**src/rtl/rot3_rotator_if.sv**
```systemverilog
// Bus interface for rot3_rotator: command/load inputs and register/status outputs.
//   master : drives load/a_in/b_in/c_in/start/dir/steps/abort, observes a/b/c/busy/done/rot_count/err
//   slave  : the rotator side of the same bundle
interface rot3_rotator_if #(
  parameter int unsigned WIDTH  = 8,
  parameter int unsigned STEP_W = 4,
  parameter int unsigned CNT_W  = 8
);
  logic              load;
  logic [WIDTH-1:0]  a_in;
  logic [WIDTH-1:0]  b_in;
  logic [WIDTH-1:0]  c_in;
  logic              start;
  logic              dir;
  logic [STEP_W-1:0] steps;
  logic              abort;
  logic [WIDTH-1:0]  a;
  logic [WIDTH-1:0]  b;
  logic [WIDTH-1:0]  c;
  logic              busy;
  logic              done;
  logic [CNT_W-1:0]  rot_count;
  logic              err;

  modport master (
    output load, a_in, b_in, c_in, start, dir, steps, abort,
    input  a, b, c, busy, done, rot_count, err
  );

  modport slave (
    input  load, a_in, b_in, c_in, start, dir, steps, abort,
    output a, b, c, busy, done, rot_count, err
  );
endinterface

```
**src/rtl/rot3_rotator.sv**
```systemverilog
// rot3_rotator: three-register circular rotator (a, b, c) with a start/done
// handshake that runs a programmable number of atomic rotation steps.
//   clk : rising-edge clock
//   rst : asynchronous, active-high reset
//   bus : rot3_rotator_if.slave
//         in  load, a_in, b_in, c_in, start, dir, steps, abort
//         out a, b, c, busy, done (1-cycle pulse), rot_count, err
// Build option: define ROT3_CHECK_EN to add the sum/XOR permutation checker
// driving a sticky err; otherwise err is tied low.
module rot3_rotator #(
  parameter int unsigned WIDTH  = 8,
  parameter int unsigned STEP_W = 4,
  parameter int unsigned CNT_W  = 8
) (
  input  logic           clk,
  input  logic           rst,
  rot3_rotator_if.slave  bus
);

  localparam logic [1:0] S_IDLE   = 2'd0;
  localparam logic [1:0] S_ROTATE = 2'd1;
  localparam logic [1:0] S_DONE   = 2'd2;

  logic [1:0]        r_state, w_state;
  logic [WIDTH-1:0]  r_a, w_a;
  logic [WIDTH-1:0]  r_b, w_b;
  logic [WIDTH-1:0]  r_c, w_c;
  logic              r_busy, w_busy;
  logic              r_done, w_done;
  logic [CNT_W-1:0]  r_cnt, w_cnt;
  logic [STEP_W-1:0] r_rem, w_rem;
  logic              r_dir, w_dir;
  logic              w_rot;   // this edge performs a rotation step

  // State and datapath registers; every permutation lands on one edge
  always_ff @(posedge clk or posedge rst) begin
    if (rst) begin
      r_state <= S_IDLE;
      r_a     <= '0;
      r_b     <= '0;
      r_c     <= '0;
      r_busy  <= 1'b0;
      r_done  <= 1'b0;
      r_cnt   <= '0;
      r_rem   <= '0;
      r_dir   <= 1'b0;
    end else begin
      r_state <= w_state;
      r_a     <= w_a;
      r_b     <= w_b;
      r_c     <= w_c;
      r_busy  <= w_busy;
      r_done  <= w_done;
      r_cnt   <= w_cnt;
      r_rem   <= w_rem;
      r_dir   <= w_dir;
    end
  end

  // Next-state and next-register logic
  always_comb begin
    w_state = r_state;
    w_a     = r_a;
    w_b     = r_b;
    w_c     = r_c;
    w_busy  = r_busy;
    w_done  = r_done;
    w_cnt   = r_cnt;
    w_rem   = r_rem;
    w_dir   = r_dir;
    w_rot   = 1'b0;

    case (r_state)
      S_IDLE: begin
        // load has priority over start
        if (bus.load) begin
          w_a = bus.a_in;
          w_b = bus.b_in;
          w_c = bus.c_in;
        end else if (bus.start) begin
          w_dir = bus.dir;
          w_rem = bus.steps;
          if (bus.steps == '0) begin
            w_done  = 1'b1;
            w_state = S_DONE;
          end else begin
            w_busy  = 1'b1;
            w_state = S_ROTATE;
          end
        end
      end

      S_ROTATE: begin
        // abort is honoured only when this edge is not the final step
        if (bus.abort && (r_rem != STEP_W'(1))) begin
          w_busy  = 1'b0;
          w_done  = 1'b0;
          w_state = S_IDLE;
        end else begin
          w_rot = 1'b1;
          if (r_dir) begin
            w_a = r_c;
            w_b = r_a;
            w_c = r_b;
          end else begin
            w_a = r_b;
            w_b = r_c;
            w_c = r_a;
          end
          w_rem = r_rem - STEP_W'(1);
          w_cnt = r_cnt + CNT_W'(1);
          if (r_rem == STEP_W'(1)) begin
            w_busy  = 1'b0;
            w_done  = 1'b1;
            w_state = S_DONE;
          end
        end
      end

      S_DONE: begin
        w_done  = 1'b0;
        w_state = S_IDLE;
      end

      default: begin
        w_busy  = 1'b0;
        w_done  = 1'b0;
        w_state = S_IDLE;
      end
    endcase
  end

  assign bus.a         = r_a;
  assign bus.b         = r_b;
  assign bus.c         = r_c;
  assign bus.busy      = r_busy;
  assign bus.done      = r_done;
  assign bus.rot_count = r_cnt;

`ifdef ROT3_CHECK_EN
  localparam int unsigned SUM_W = WIDTH + 2;

  logic [SUM_W-1:0] w_sum_pre;
  logic [SUM_W-1:0] w_sum_post;
  logic [WIDTH-1:0] w_xor_pre;
  logic [WIDTH-1:0] w_xor_post;
  logic             w_chk_bad;
  logic             r_err;

  // A permutation preserves both the sum and the XOR of the three values
  always_comb begin
    w_sum_pre  = SUM_W'(r_a) + SUM_W'(r_b) + SUM_W'(r_c);
    w_sum_post = SUM_W'(w_a) + SUM_W'(w_b) + SUM_W'(w_c);
    w_xor_pre  = r_a ^ r_b ^ r_c;
    w_xor_post = w_a ^ w_b ^ w_c;
    w_chk_bad  = w_rot && ((w_sum_pre != w_sum_post) || (w_xor_pre != w_xor_post));
  end

  // Sticky error flag, cleared only by reset
  always_ff @(posedge clk or posedge rst) begin
    if (rst) begin
      r_err <= 1'b0;
    end else if (w_chk_bad) begin
      r_err <= 1'b1;
`ifndef SYNTHESIS
      $display("%0t rot3_rotator: permutation check failed pre=(%0d,%0d,%0d) post=(%0d,%0d,%0d)",
               $time, r_a, r_b, r_c, w_a, w_b, w_c);
`endif
    end
  end

  assign bus.err = r_err;
`else
  // w_rot only feeds the checker; keep it referenced in the default build
  logic w_rot_unused;
  assign w_rot_unused = w_rot;
  assign bus.err      = 1'b0;
`endif

endmodule

```
**src/flat_wrapper.sv**
```systemverilog
// flat-port wrapper written by rule: the top's interface ports become plain ports
module rot3_rotator_flat 
#(
  parameter int unsigned WIDTH  = 8,
  parameter int unsigned STEP_W = 4,
  parameter int unsigned CNT_W  = 8
)
  (clk, rst, bus_load, bus_a_in, bus_b_in, bus_c_in, bus_start, bus_dir, bus_steps, bus_abort, bus_a, bus_b, bus_c, bus_busy, bus_done, bus_rot_count, bus_err);
  rot3_rotator_if #(.WIDTH(WIDTH), .STEP_W(STEP_W), .CNT_W(CNT_W)) bus_i ();
  input  logic clk;
  input  logic rst;
  input wire logic [$bits(bus_i.load)-1:0] bus_load;
  input wire logic [$bits(bus_i.a_in)-1:0] bus_a_in;
  input wire logic [$bits(bus_i.b_in)-1:0] bus_b_in;
  input wire logic [$bits(bus_i.c_in)-1:0] bus_c_in;
  input wire logic [$bits(bus_i.start)-1:0] bus_start;
  input wire logic [$bits(bus_i.dir)-1:0] bus_dir;
  input wire logic [$bits(bus_i.steps)-1:0] bus_steps;
  input wire logic [$bits(bus_i.abort)-1:0] bus_abort;
  output wire logic [$bits(bus_i.a)-1:0] bus_a;
  output wire logic [$bits(bus_i.b)-1:0] bus_b;
  output wire logic [$bits(bus_i.c)-1:0] bus_c;
  output wire logic [$bits(bus_i.busy)-1:0] bus_busy;
  output wire logic [$bits(bus_i.done)-1:0] bus_done;
  output wire logic [$bits(bus_i.rot_count)-1:0] bus_rot_count;
  output wire logic [$bits(bus_i.err)-1:0] bus_err;
  assign bus_i.load = bus_load;
  assign bus_i.a_in = bus_a_in;
  assign bus_i.b_in = bus_b_in;
  assign bus_i.c_in = bus_c_in;
  assign bus_i.start = bus_start;
  assign bus_i.dir = bus_dir;
  assign bus_i.steps = bus_steps;
  assign bus_i.abort = bus_abort;
  assign bus_a = bus_i.a;
  assign bus_b = bus_i.b;
  assign bus_c = bus_i.c;
  assign bus_busy = bus_i.busy;
  assign bus_done = bus_i.done;
  assign bus_rot_count = bus_i.rot_count;
  assign bus_err = bus_i.err;
  rot3_rotator #(.WIDTH(WIDTH), .STEP_W(STEP_W), .CNT_W(CNT_W)) u_core (.clk(clk), .rst(rst), .bus(bus_i));
endmodule
```
**config.mk**
```make
export PLATFORM = sky130hd
export DESIGN_NAME = rot3_rotator_flat
export DESIGN_NICKNAME = d
export VERILOG_FILES = /design/src/rtl/rot3_rotator_if.sv /design/src/rtl/rot3_rotator.sv /design/src/flat_wrapper.sv
export SDC_FILE = /design/constraint.sdc
export NUM_CORES = 1
export LEC_CHECK = 0
export CAP_MARGIN = 5
export CORE_ASPECT_RATIO = 0.9
export CORE_UTILIZATION = 57
export CTS_CLUSTER_DIAMETER = 40
export DETAILED_ROUTE_END_ITERATION = 12
export DONT_BUFFER_PORTS = 1
export GPL_ROUTABILITY_DRIVEN = 1
export GPL_TIMING_DRIVEN = 0
export PLACE_DENSITY = 0.75
export RECOVER_POWER = 100
export SETUP_SLACK_MARGIN = 0.05
export SLEW_MARGIN = 20
export SYNTH_ARGS = -nofsm -noshare
export SYNTH_HDL_FRONTEND = slang
export SYNTH_SLANG_ARGS = --single-unit
```
**constraint.sdc**
```tcl
create_clock -name clk -period 1.7 [get_ports clk]
set_clock_uncertainty 0.15 [all_clocks]
set_input_delay 0.17 -clock clk [delete_from_list [all_inputs] [get_ports clk]]
set_output_delay 0.17 -clock clk [all_outputs]
set_load 0.005 [all_outputs]
```
Yosys cells after proc, flatten, opt, wreduce, memory -nomap -nowiden
Index checks and enable logic that the tools add are counted.

storage, ports and cells
  bits in registers = 41
  input bits = 34
  output and inout port bits = 35
  word-level logic and storage cells = 70

cells by class
  add/subtract/negate cells = 2
  equal/unequal tests = 11
  multiplexer cells = 34
  bitwise logic cells = 3
  reduce and logical (&&, ||, !) cells = 11

operator list
  operator             count
  $mux 8               9
  $pmux 8 s2           3
  $mux 4               3
  $mux 1               10
  $mux 2               5
  $ne 2x2->1 const B   5
  $reduce_and 3->1     3
  $add 8x1->8 const B  1
  $pmux 4 s2           1
  $reduce_and 4->1     2
  $reduce_and 5->1     1
  $eq 4x1->1 const B   1
  $logic_not 4->1      1
  $ne 4x1->1 const B   1
  $pmux 2 s2           1
  $sub 4x1->4 const B  1
  $ne 3x1->1 const B   1
  $not 1->1            3
  $pmux 1 s3           1
  $eq 2x1->1 const B   1
  $eq 2x2->1 const B   1
  $logic_not 2->1      1
  $ne 2x1->1 const B   1
  $pmux 1 s2           1
  other kinds (3)      3

Logic depth before layout (Yosys ltp)
Gate-level depths: netlist (run 1).

  depth in word-level cells = 5
  mapped depth = 8
  mapped depth without buffers = 6

Worst setup path before layout (run 1)
No wires, ideal clock.

  path kind = register to register
  start point = reg u_core.r_rem[0]
  end point = reg u_core.r_a[0], in the netlist u_core.bus.a[0]
  arrival = 1632 ps
  required time = 1471 ps
  path slack = -162 ps
  cell stages (with the launch flop) = 8
  clock period less this slack = 1862 ps
  path through = dfrtp_1 ha_1 nor3b_2 o21a_1 buf_6 a21oi_4 buf_12 mux2i_1

on the way
  word-level cells in the longest chain between the ends = 4

RTL lines
  what                               line                source
  start: declaration                 rot3_rotator.sv:31  logic [STEP_W-1:0] r_rem, w_rem;
  start signal: assignment           rot3_rotator.sv:55  r_rem <= w_rem;
  $ne 4x1->1                         rot3_rotator.sv:95  if (bus.abort && (r_rem != STEP_W'(1))) begin
  $logic_and 1x1->1                  rot3_rotator.sv:95
  $ne 2x2->1 (no source line)        -
  $reduce_and 3->1 (no source line)  -
  end signal: assignment             rot3_rotator.sv:49  r_a <= w_a;
  end: declaration                   rot3_rotator.sv:25  logic [WIDTH-1:0] r_a, w_a;

No other way between the ends.
A chain may end at the register's enable or synchronous reset.

Worst setup path after layout (run 1)
  start point = reg u_core.r_rem[0]
  end point = reg u_core.r_a[6], in the netlist u_core.bus.a[6]

Same word-level chain as after synthesis.

==> impl_metrics.ini, run 1 <==
[global_route]
grt_pass1_vias = 2073
grt_max_degree = 24
grt.total_usage_pct = 28.91
globalRouteOverflowTotal = 0
grt_pass1_wl_um = 9901
antenna_found_initial = 0

[route]
drtAntennaViolNets = 0
avgRoutedWirePerCell_um = 18.43
drcViolationCount = 0
wirelength_um = 6432
vias_per_cell = 5.854
drt_iter0_drc = 190
drt_pass1_iterations = 4
vias = 2043

[synth]
ys.warnings.count = 0
seq_area_frac_synth_pct = 43.14
yosys.area.top_type_share_pct = 43.14
ys_ff_latch = 41
yosysUniqueCellTypes = 36
yosys.area.top_type = dfrtp_1
netlist_area_um2 = 2379
synth_cells = 247
synth.avg_cell_area_um2 = 9.630
synthesis.nets = 284
yosys-top-cells-area = dfrtp_1 (43%), mux2i_1 (20%), a21oi_1 (6.9%)

[placement]
dp_worst_setup_slack_ns = -0.3420
dpl_cell_area_um2 = 2485
hpwl_um = 3559
routabilityCongestion = 0.8112
portBuffers = 0

[critical_path]
crit_path_end_kind = register
path_buf_inv = 2
critical_path_class = reg2reg
path_cells = ha_4, nor3b_4, o21a_2, a21oi_4, buf_12, buf_6, mux2i_1
r2r_cells = 7
cp_num_cells = 7
critical_path.top_delay_family = flip-flops
cp_slowest_cell = dfrtp_1
critPathMaxStageDelay_ns = 0.41
critical_path_required_ns = 1.77
cp_max_fo = 6
setup.worst_path.start_class = register
arrival_ns = 1.95

[sta]
hold_violations = 0
setup_viol = 36
rsz0062_at_grt = true
min_period_over_period_pct = 110.2
post-route-min-period_ns = 1.874
tightest_slew_ns = 0.6853
finalSetupTns_ns = -3.230
drv_slew = 0
maxSlewHeadroom_pct = 54.26
setup_ws_ns = -0.1741
fmax_mhz = 533.6

[power_and_ir_drop]
p_leak_nw = 1.540
irDropWorstVdd_mv = 1.041
fin_total_pwr_mw = 4.827
p_per_area_nw_per_um2 = 1511

[die]
die_w_um = 70.09
io-pin-count = 69
dieArea_um2 = 4435
start_util_pct = 61.58
die_y_um = 63.28
row_count = 21
coreArea_um2 = 3862

[clock_network]
cts_tree = done
cts_buffer_depth = 2
clkLatencyLatePin_ns = 0.31
cts_max_level = 2
path_clk_slew_ns = 0.10
cts_root_buffer = clkbuf_8
cts_buffers = 5
clock_sinks = 41

[finish]
nNetsFinal = 339
drive_gt1_share_pct = 20.46
finalInstanceArea_um2 = 3196
antenna_cells = 0
syn2layout_area_growth_pct = 34.35

[job]
cap_violations = 0

[run_status]
violations = negative setup slack
status = complete, but fails checks

[worst_hold_path]
hold_class = in2reg
holdPathStages = 3
==> power by group <==
group | switching [mW] | internal, mW
registers | 0.563 | 1.40
logic | 1.01 | 1.04
clock network | 0.378 | 0.440
==> flip-flops by register name (all words and copies together), names as in the netlist <==
register              cells
u_core.bus.done           1
u_core.bus.b              8
u_core.bus.c              8
u_core.bus.a              8
u_core.r_dir              1
u_core.bus.busy           1
u_core.r_state            2
u_core.bus.rot_count      8
u_core.r_rem              4
==> tightest hold or removal path, delay by kind of cell <==
family	cells	cell delay, ns
AO/OA/AOI/OAI	1	0.06
AND/OR/NAND/NOR	2	0.23
==> final timing paths <==
check | startpoint | end | slack (ns)
worst max-delay path | u_core.r_rem[0] | u_core.bus.a[6] | -0.17
worst min-delay path | bus_start | u_core.r_state[1] | 0.05
worst max register to register | u_core.r_rem[0] | u_core.bus.a[6] | -0.17
worst min register to register | u_core.bus.rot_count[4] | u_core.bus.rot_count[4] | 0.37
max in group asynchronous | rst | u_core.r_rem[2] | 0.28
min in group asynchronous | rst | u_core.bus.rot_count[4] | 0.26
==> repair_timing <==
action	in CTS	in global routing
endpoints found under the hold margin	73	0
hold buffers	32	0
setup buffers	11	5
pin swaps	3	7
gates cloned	2	0
gates resized for setup	11	29
endpoints found under the setup margin	34	41
==> routing by layer <==
metal  GRT usage [%]  wire length (µm)
met1           36.47              2599
met5               0                 0
met4           11.50               155
met3           7.520               481
met2           47.48              3196
==> per-stage QoR <==
| step | hold WS, ns | std cells | utilization, % |
|---|---|---|---|
| final | 0.05002 | 349 | 82.73 |
| after CTS | 0.01380 | 347 | 80.82 |
| after global routing | 0.06460 | 349 | 82.73 |
| after floorplan | 0.1716 | 247 | - |
| after detailed placement | -0.07204 | 294 | 64.33 |
| after global placement | 0.1738 | 293 | 63.62 |
==> cells in the mapped netlist <==
library cell and count:
buf_12 2, nand4_1 2, nor4_1 1, o221a_2 1, and3_1 1, o211ai_1 1
o22ai_1 1, buf_6 3, nor3b_1 1, dfrtp_1 41, nor2b_1 1, mux2i_1 48
conb_1 1, a21oi_4 1, nand2_1 7, a21oi_1 33, xnor2_1 6, nand2b_1 3
nor3b_2 1, nand3_1 5, clkbuf_1 5, a21o_1 1, and2_1 2, buf_4 1
ha_1 3, o21bai_1 1, o21ai_0 4, nor2b_2 1, nor2_1 29, or3b_2 1
inv_1 30, nor3_1 1, o21a_1 1, buf_2 4, mux2_2 2, xor2_1 1
==> cell type report <==
cell class | instances | area (µm²)
multi-input combinational | 161 | 1259
sequential | 41 | 1026
inverter | 30 | 112.6
timing repair buffer | 49 | 500.5
fill | 216 | 666.9
clock inverter | 3 | 46.29
buffer | 14 | 125.1
tap | 46 | 57.56
clock buffer | 5 | 68.82
==> placed cells by master, fill, tap and decap left out, types with 3 or more instances in the layout <==
cell,count
dfrtp_1,41
inv_1,29
clkbuf_8,5
xnor2_1,6
a21oi_2,6
buf_4,10
dlygate4sd3_1,32
buf_6,6
buf_12,5
buf_2,3
a21oi_1,27
nor2_1,26
mux2i_1,44
nand2b_1,3
nand3_1,5
nand2_1,7
nor2_4,3
==> logic make-up (layout without fill, tap and decap cells) <==
group	Yosys count	after routing	share of synthesized area, %
AOI/OAI and AO/OA	44	44	10.47
xor gates and xnor gates	7	7	2.578
adders and majority gates	3	3	1.578
buffers and inverters	45	101	9.785
DFF	41	41	43.14
muxes	50	50	21.15
other	1	1	0.1577
and+or+nand+nor	56	56	11.15
Power figures use the tool's default switching activity.
==> run 2, diff against run 1 <==
Settings changed: CORE_UTILIZATION 57 to 59, CTS_BUF_LIST set to sky130_fd_sc_hd__clkbuf_8, PLACE_DENSITY 0.75 to 0.78.
==> impl_metrics.ini, run 2 (synthesized netlist as in run 1, its figures left out) <==
[finish]
nNetsFinal = 338
finish.utilization_pct = 82.14
syn2layout_area_growth_pct = 30.67
mostFrequentLayoutCells = mux2i_1 (46), dfrtp_1 (41), a21oi_1 (33)
antenna_cells = 0
layout_commonest_cell = mux2i_1
stdcell_count = 348
drive_gt1_share_pct = 16.89
fill_cells = 237
seqCellArea_um2 = 1026
multiInputGateArea_um2 = 1201

[critical_path]
path_buf_inv = 2
path_cells = ha_4, nor3b_4, o21a_2, a21oi_4, buf_6, buf_12, mux2i_1
cp_slowest_cell = dfrtp_1
crit_path_end_kind = register
rrSetupSlack_ns = -0.18
worstReg2RegEnd = u_core.bus.c[1]
arrival_ns = 1.95
cp_max_fo = 5
critical_path_class = reg2reg
critical_path_required_ns = 1.78
reg2reg_from = u_core.r_rem[0]
critical_path.top_delay_family = compound AO/OA/AOI/OAI gates
critPathMaxStageDelay_ns = 0.42
setup.worst_path.start_class = register
r2r_cells = 7

[worst_hold_path]
holdPathStages = 3
hold_end = u_core.r_state[1]
min_from = bus_start
hold_class = in2reg

[sta]
maxSlewHeadroom_pct = 60.96
hold_violations = 0
tightest_slew_ns = 0.5849
post-route-min-period_ns = 1.875
drv_slew = 0
finalSetupTns_ns = -3.428
rsz0062_at_grt = true
fmax_mhz = 533.3
min_period_over_period_pct = 110.3
setup_ws_ns = -0.1752
setup_viol = 29

[placement]
routabilityCongestion = 0.9094
portBuffers = 0
hpwl_um = 3561
place_inst = 294

[route]
drtAntennaViolNets = 0
wirelength_um = 6387
drcViolationCount = 0
vias = 2004
vias_per_cell = 5.759
drt_iter0_drc = 103
avgRoutedWirePerCell_um = 18.35
drt_pass1_iterations = 4

[die]
coreArea_um2 = 3784
start_util_pct = 62.86
row_count = 21
io-pin-count = 69
die_y_um = 62.24
dieArea_um2 = 4290
die_w_um = 68.93

[global_route]
grt_max_degree = 28
grt_pass1_wl_um = 9570
grt.total_usage_pct = 30.62
grt_pass1_vias = 2068
globalRouteOverflowTotal = 0
antenna_found_initial = 0

[clock_network]
cts_root_buffer = clkbuf_8
path_clk_slew_ns = 0.09
clock_sinks = 41
cts_buffer_depth = 2
cts_buffers = 5
cts_tree = done
cts_max_level = 2
clkLatencyLatePin_ns = 0.30

[job]
cap_violations = 0

[run_status]
violations = negative setup slack
status = complete, but fails checks

[power_and_ir_drop]
irDropWorstVdd_mv = 0.8679
p_per_area_nw_per_um2 = 1510
p_leak_nw = 1.533
run 2: cell types whose count changed in the layout (fill, tap and decap cells not counted), sizes merged:
cell / before / now
buf: 25 / 23
clkbuf: 11 / 13
clkinv: 1 / 0
clkinvlp: 1 / 0
inv: 30 / 31
run 2: timing repair:
action                                 CTS  global route
setup endpoints to repair               35            40
buffers inserted                        11             3
hold buffers                            32             0
endpoints found under the hold margin   73             0
pin swaps                                1             3
cloned                                   1             1
gates resized for setup                  7            18
run 2: worst register-to-register path, stage by stage (launching register included):
cell and delay [ns]:
dfrtp_1 0.42, ha_4 0.17, nor3b_4 0.14, o21a_2 0.23, a21oi_4 0.21, buf_6 0.16
buf_12 0.12, mux2i_1 0.20
run 2: through the flow:
stage / instance area, µm² / total power, mW / setup slack, ns / hold slack (ns)
after floorplan: 2400 / 3.094 / -0.1479 / 0.1716
after global placement: 2457 / 3.378 / -0.3252 / 0.1738
after detailed placement: 2477 / 3.473 / -0.3514 / -0.1060
after CTS: 3047 / 4.503 / -0.2193 / 0.02997
after global routing: 3108 / 4.955 / -0.2478 / 0.05164
final: 3108 / 4.694 / -0.1752 / 0.02621
run 2: cell type report:
| cell class | instances | area share, % |
|---|---|---|
| sequential | 41 | 33.01 |
| clock buffer | 6 | 2.657 |
| clock inverter | 2 | 1.087 |
| multi-input combinational | 161 | 38.65 |
| tap | 46 | 1.852 |
| timing repair buffer | 48 | 15.58 |
| buffer | 14 | 3.543 |
| inverter | 30 | 3.623 |
run 2: power by group:
group | internal [mW] | leakage, nW | switching [mW]
clock | 0.473 | 0.0626 | 0.363
combinational | 0.944 | 0.971 | 0.947
sequential | 1.40 | 0.499 | 0.572
total | 2.81 | 1.53 | 1.88
run 2: how the worst max path moves through the flow:
stage                      end  depth (start not counted)            start
2_1_floorplan  u_core.bus.a[0]                          7  u_core.r_rem[0]
3_3_place_gp   u_core.bus.a[2]                          7  u_core.r_rem[0]
3_5_place_dp   u_core.bus.a[7]                          7  u_core.r_rem[0]
4_1_cts        u_core.bus.b[3]                          9  u_core.r_rem[1]
5_1_grt        u_core.bus.c[0]                          8  u_core.r_rem[1]
6_report       u_core.bus.c[1]                          7  u_core.r_rem[0]
run 2: routing by layer:
metal	part of all wire (%)	vias up	track usage (%)
met5	0	-	0
met4	1.9	0	11.99
met3	7.0	14	7.721
met2	50	83	50.12
met1	41	980	37.71
li1	-	927	-
==> variant 1: new RTL, flow settings as in run 1 <==
`WIDTH` is set to 8 in 3 places; all go to 12.
--- a/src/rtl/rot3_rotator_if.sv
+++ b/src/rtl/rot3_rotator_if.sv
@@ -2,7 +2,7 @@
 //   master : drives load/a_in/b_in/c_in/start/dir/steps/abort, observes a/b/c/busy/done/rot_count/err
 //   slave  : the rotator side of the same bundle
 interface rot3_rotator_if #(
-  parameter int unsigned WIDTH  = 8,
+  parameter int unsigned WIDTH  = 12,
   parameter int unsigned STEP_W = 4,
   parameter int unsigned CNT_W  = 8
 );
--- a/src/rtl/rot3_rotator.sv
+++ b/src/rtl/rot3_rotator.sv
@@ -8,7 +8,7 @@
 // Build option: define ROT3_CHECK_EN to add the sum/XOR permutation checker
 // driving a sticky err; otherwise err is tied low.
 module rot3_rotator #(
-  parameter int unsigned WIDTH  = 8,
+  parameter int unsigned WIDTH  = 12,
   parameter int unsigned STEP_W = 4,
   parameter int unsigned CNT_W  = 8
 ) (
--- a/src/flat_wrapper.sv
+++ b/src/flat_wrapper.sv
@@ -1,7 +1,7 @@
 // flat-port wrapper written by rule: the top's interface ports become plain ports
 module rot3_rotator_flat 
 #(
-  parameter int unsigned WIDTH  = 8,
+  parameter int unsigned WIDTH  = 12,
   parameter int unsigned STEP_W = 4,
   parameter int unsigned CNT_W  = 8
 )
Ports: changed (6 resized); port bits go from 69 to 93. No check against the original RTL was run, so the function may have changed too.
==> variant 1 against run 1 <==
The flow still finishes with violations (setup timing); synthesized area grew 27%; global-route usage increased by 1.3 points; design area is 22% higher; final cell count rose by 28%; worst setup slack got worse by 0.19 ns; power up 55%; wire length is 32% higher; sequential cell count grew 12; largest power group unchanged.
==> variant 1: results (changes against run 1) <==
| Metric | Value |
|---|---|
| Status | `complete, but fails checks` |
| Failing checks | `setup timing` |
| Sequential area share after synthesis | `43.9% (+0.74 points)` |
| Mux contribution to synthesized area | `13.4% (-7.7 points)` |
| # setup viols final | `47 (+31%)` |
| Compound-Gate Fraction of Synth Area | `19.6% (+9.1 points)` |
| Syn Nets | `370 (+30%)` |
| Setup tns final | `-15.05 ns (-11.81 ns)` |
| M3 GR Usage | `7.23% (-0.29 points)` |
| Pin count of the biggest net entering global routing | `54 (+130%)` |
| RePlAce Congestion | `0.796 (-1.8%)` |
| Pre-CTS setup slack | `-0.397 ns (-0.0547 ns)` |
| DP Wirelength | `5260 um (+48%)` |
| Met2 Usage GRT | `46.8% (-0.71 points)` |
| Share of layout cells above drive strength 1 | `28.9% (+8.4 points)` |
| Drt first-iter violations | `134 (-29%)` |
| Post-CTS Repair Setup Buffers | `6 (-5)` |
| M1 WL | `3420 um (+32%)` |
| Routed wl met3 | `877 um (+82%)` |
| Max stage delay on crit path | `0.41 ns (about the same)` |
| M1 GR Usage | `41.5% (+5.1 points)` |
| Nets@finish | `429 (+27%)` |
| Area contributors post-synth | `dfrtp_1 (44%), mux2i_1 (12%), o21ai_2 (8.1%)` |
| Met2 WL post-DR | `4100 um (+28%)` |
| Setup WS post-layout | `-0.363 ns (-0.189 ns)` |
| Area post-placement | `3160 sq um (+27%)` |
| Routed vias | `2665 (+30%)` |
| GRT Util Overall | `30.2% (+1.3 points)` |
| CP top delay family | `simple AND/OR/NAND/NOR gates` |
| Lkg Pwr | `1.67 nW (+8.7%)` |
| Fillers | `332 (+54%)` |
| Synth Area in XOR/XNOR | `2.03% (-0.55 points)` |
| Worst-path fanout max | `10 (+4)` |
| Synth top cells by count | `dfrtp_1 (53), nand2_1 (42), nor2_1 (40), a21oi_1 (39), mux2i_1 (36)` |
| Post-synth cell types | `38 (+5.6%)` |
| Cts repair resizes | `13 (+2)` |
| Post-Synth Adder-Cell Area | `1.24% (-0.34 points)` |
| Overall routed net length | `8480 um (+32%)` |
## variant 1: final cells by class
cell class / instances / area [sq um] / area share, %
well taps: 65 / 81.3 / 2.08
plain buffers: 22 / 198 / 5.07
clock buffers: 7 / 76.3 / 1.96
inverters: 4 / 15.0 / 0.385
repair buffers: 52 / 510 / 13.1
flip-flops and latches: 53 / 1330 / 34.1
clock inverters: 1 / 7.51 / 0.192
multi-input cells: 242 / 1680 / 43.2
## variant 1: metrics by stage
stage                     instances  util (%)
final                           446      78.3
after global routing            446      78.3
after CTS                       444      75.6
after detailed placement        386      63.4
after global placement          386      63.4
after floorplan                 321         -
## variant 1: worst paths after layout
kind	slack (ns)	from	cells after the start	end
setup / recovery	-0.36	u_core.r_rem[1]$_DFFE_PP0P_	8	u_core.bus.a[6]$_DFFE_PP0P_
hold / removal	0.04	bus_abort	4	u_core.bus.rot_count[3]$_DFFE_PP0P_
setup reg to reg	-0.36	u_core.r_rem[1]$_DFFE_PP0P_	8	u_core.bus.a[6]$_DFFE_PP0P_
hold reg to reg	0.37	u_core.r_state[1]$_DFFE_PP0P_	1	u_core.r_state[1]$_DFFE_PP0P_
max in group asynchronous	0.20	rst	2	u_core.r_rem[0]$_DFFE_PP0P_
min in group asynchronous	0.44	rst	2	u_core.bus.rot_count[4]$_DFFE_PP0P_
## variant 1: power breakdown
| part | switching, mW | total (mW) | internal, mW | leakage [nW] |
|---|---|---|---|---|
| registers | 0.817 | 2.66 | 1.84 | 0.657 |
| clock network | 0.432 | 0.725 | 0.293 | 0.0385 |
| logic | 2.26 | 4.12 | 1.86 | 0.979 |
| total | 3.51 | 7.50 | 4.00 | 1.67 |
==> variant 2: new RTL, flow settings as in run 1 <==
Made on the original files. `r_a`, `r_b` and `r_c` no longer have a reset.
--- a/src/rtl/rot3_rotator.sv
+++ b/src/rtl/rot3_rotator.sv
@@ -36,9 +36,6 @@
   always_ff @(posedge clk or posedge rst) begin
     if (rst) begin
       r_state <= S_IDLE;
-      r_a     <= '0;
-      r_b     <= '0;
-      r_c     <= '0;
       r_busy  <= 1'b0;
       r_done  <= 1'b0;
       r_cnt   <= '0;
@@ -46,15 +43,18 @@
       r_dir   <= 1'b0;
     end else begin
       r_state <= w_state;
-      r_a     <= w_a;
-      r_b     <= w_b;
-      r_c     <= w_c;
       r_busy  <= w_busy;
       r_done  <= w_done;
       r_cnt   <= w_cnt;
       r_rem   <= w_rem;
       r_dir   <= w_dir;
     end
+  end
+
+  always_ff @(posedge clk) begin
+    r_a <= w_a;
+    r_b <= w_b;
+    r_c <= w_c;
   end
 
   // Next-state and next-register logic
Behaviour: not the same (Yosys sat finds a counterexample within 4 cycles, from zero or initial values and one cycle with rst high).
==> variant 2 against run 1 <==
Synthesized area is 12% lower; die area is 11% lower; worst setup slack worse by 0.018 ns; power is 13% higher; clock power down 4.9%; largest cell class is now flip-flops and latches; worst hold slack got worse by 0.027 ns; global-route usage up 2.0 points; largest power group unchanged; design area is 13% lower; the flow still finishes with violations (setup timing); sequential cell count unchanged; fmax is 0.97% lower; wire length fell by 4.9%; count of clock-buffer cells in the layout is 1 higher; highest routed layer unchanged.
==> variant 2: results (changes against run 1) <==
| Metric | Value |
|---|---|
| Status | `complete, but fails checks` |
| Failing checks | `setup timing` |
| Area contributors post-synth | `edfxtp_1 (34%), dfrtp_1 (20%), mux2i_1 (12%)` |
| CP top delay family | `compound AO/OA/AOI/OAI gates` |
| Worst-path fanout max | `8 (+2)` |
| Maximum VDD drop | `0.00126 V (+21%)` |
| Met2 Usage GRT | `49.7% (+2.2 points)` |
| Compound-Gate Fraction of Synth Area | `12.0% (+1.6 points)` |
| Routed wl met3 | `544 um (+13%)` |
| Syn Nets | `229 (-19%)` |
| Least-Margin Pin Slew | `0.673 ns (-0.0123 ns)` |
| HP Start | `bus_steps[2]` |
| Clock Pin Slew Worst Setup and Hold Paths | `0.08 ns (-0.02 ns)` |
| Fin Hold WS | `0.0234 ns (-0.0266 ns)` |
| Drt first-iter violations | `166 (-13%)` |
| Setup WS post-layout | `-0.192 ns (-0.0184 ns)` |
| Routed vias | `1802 (-12%)` |
| First-pass GRT wire length | `8550 um (-14%)` |
| Post-synth cell types | `35 (-2.8%)` |
| Setup tns final | `-4.37 ns (-1.14 ns)` |
| # setup viols final | `39 (+8.3%)` |
| Synth top cells by count | `nand2_1 (31), o21ai_0 (30), mux2i_1 (25), edfxtp_1 (24), dfrtp_1 (17)` |
| Asr flop ratio synth | `41.5% (-59 points)` |
| Worst setup startpoint | `u_core.r_rem[1]$_DFFE_PP0P_` |
| Number of global-route vias before repair | `1745 (-16%)` |
| Overall routed net length | `6120 um (-4.9%)` |
| EDFF count, synth | `24 (+24)` |
| DP Wirelength | `3250 um (-8.5%)` |
variant 2: layout make-up:
cell class	instances	area (sq um)
Fill cell	205	677
Multi-Input combinational cell	137	963
Tap cell	44	55.1
Clock inverter	2	35.0
Timing Repair Buffer	44	419
Buffer	11	68.8
Sequential cell	41	1150
Inverter	4	15.0
Clock buffer	6	72.6
variant 2: power by group:
| part | total (mW) | switching (mW) | internal, mW |
|---|---|---|---|
| combinational | 2.39 | 1.32 | 1.07 |
| clock | 0.778 | 0.342 | 0.436 |
| sequential | 2.27 | 0.550 | 1.72 |
| total | 5.44 | 2.21 | 3.22 |
variant 2: stage by stage:
stage	power, mW	instance area, sq um	cells	utilization, %	setup slack [ns]
floorplan	3.52	2120	192	-	-0.0347
global placement	3.89	2170	236	62.9	-0.157
detailed placement	4.05	2170	236	62.9	-0.218
CTS	5.15	2710	284	78.5	-0.123
global route	5.74	2780	289	80.4	-0.296
finish	5.44	2780	289	80.4	-0.192
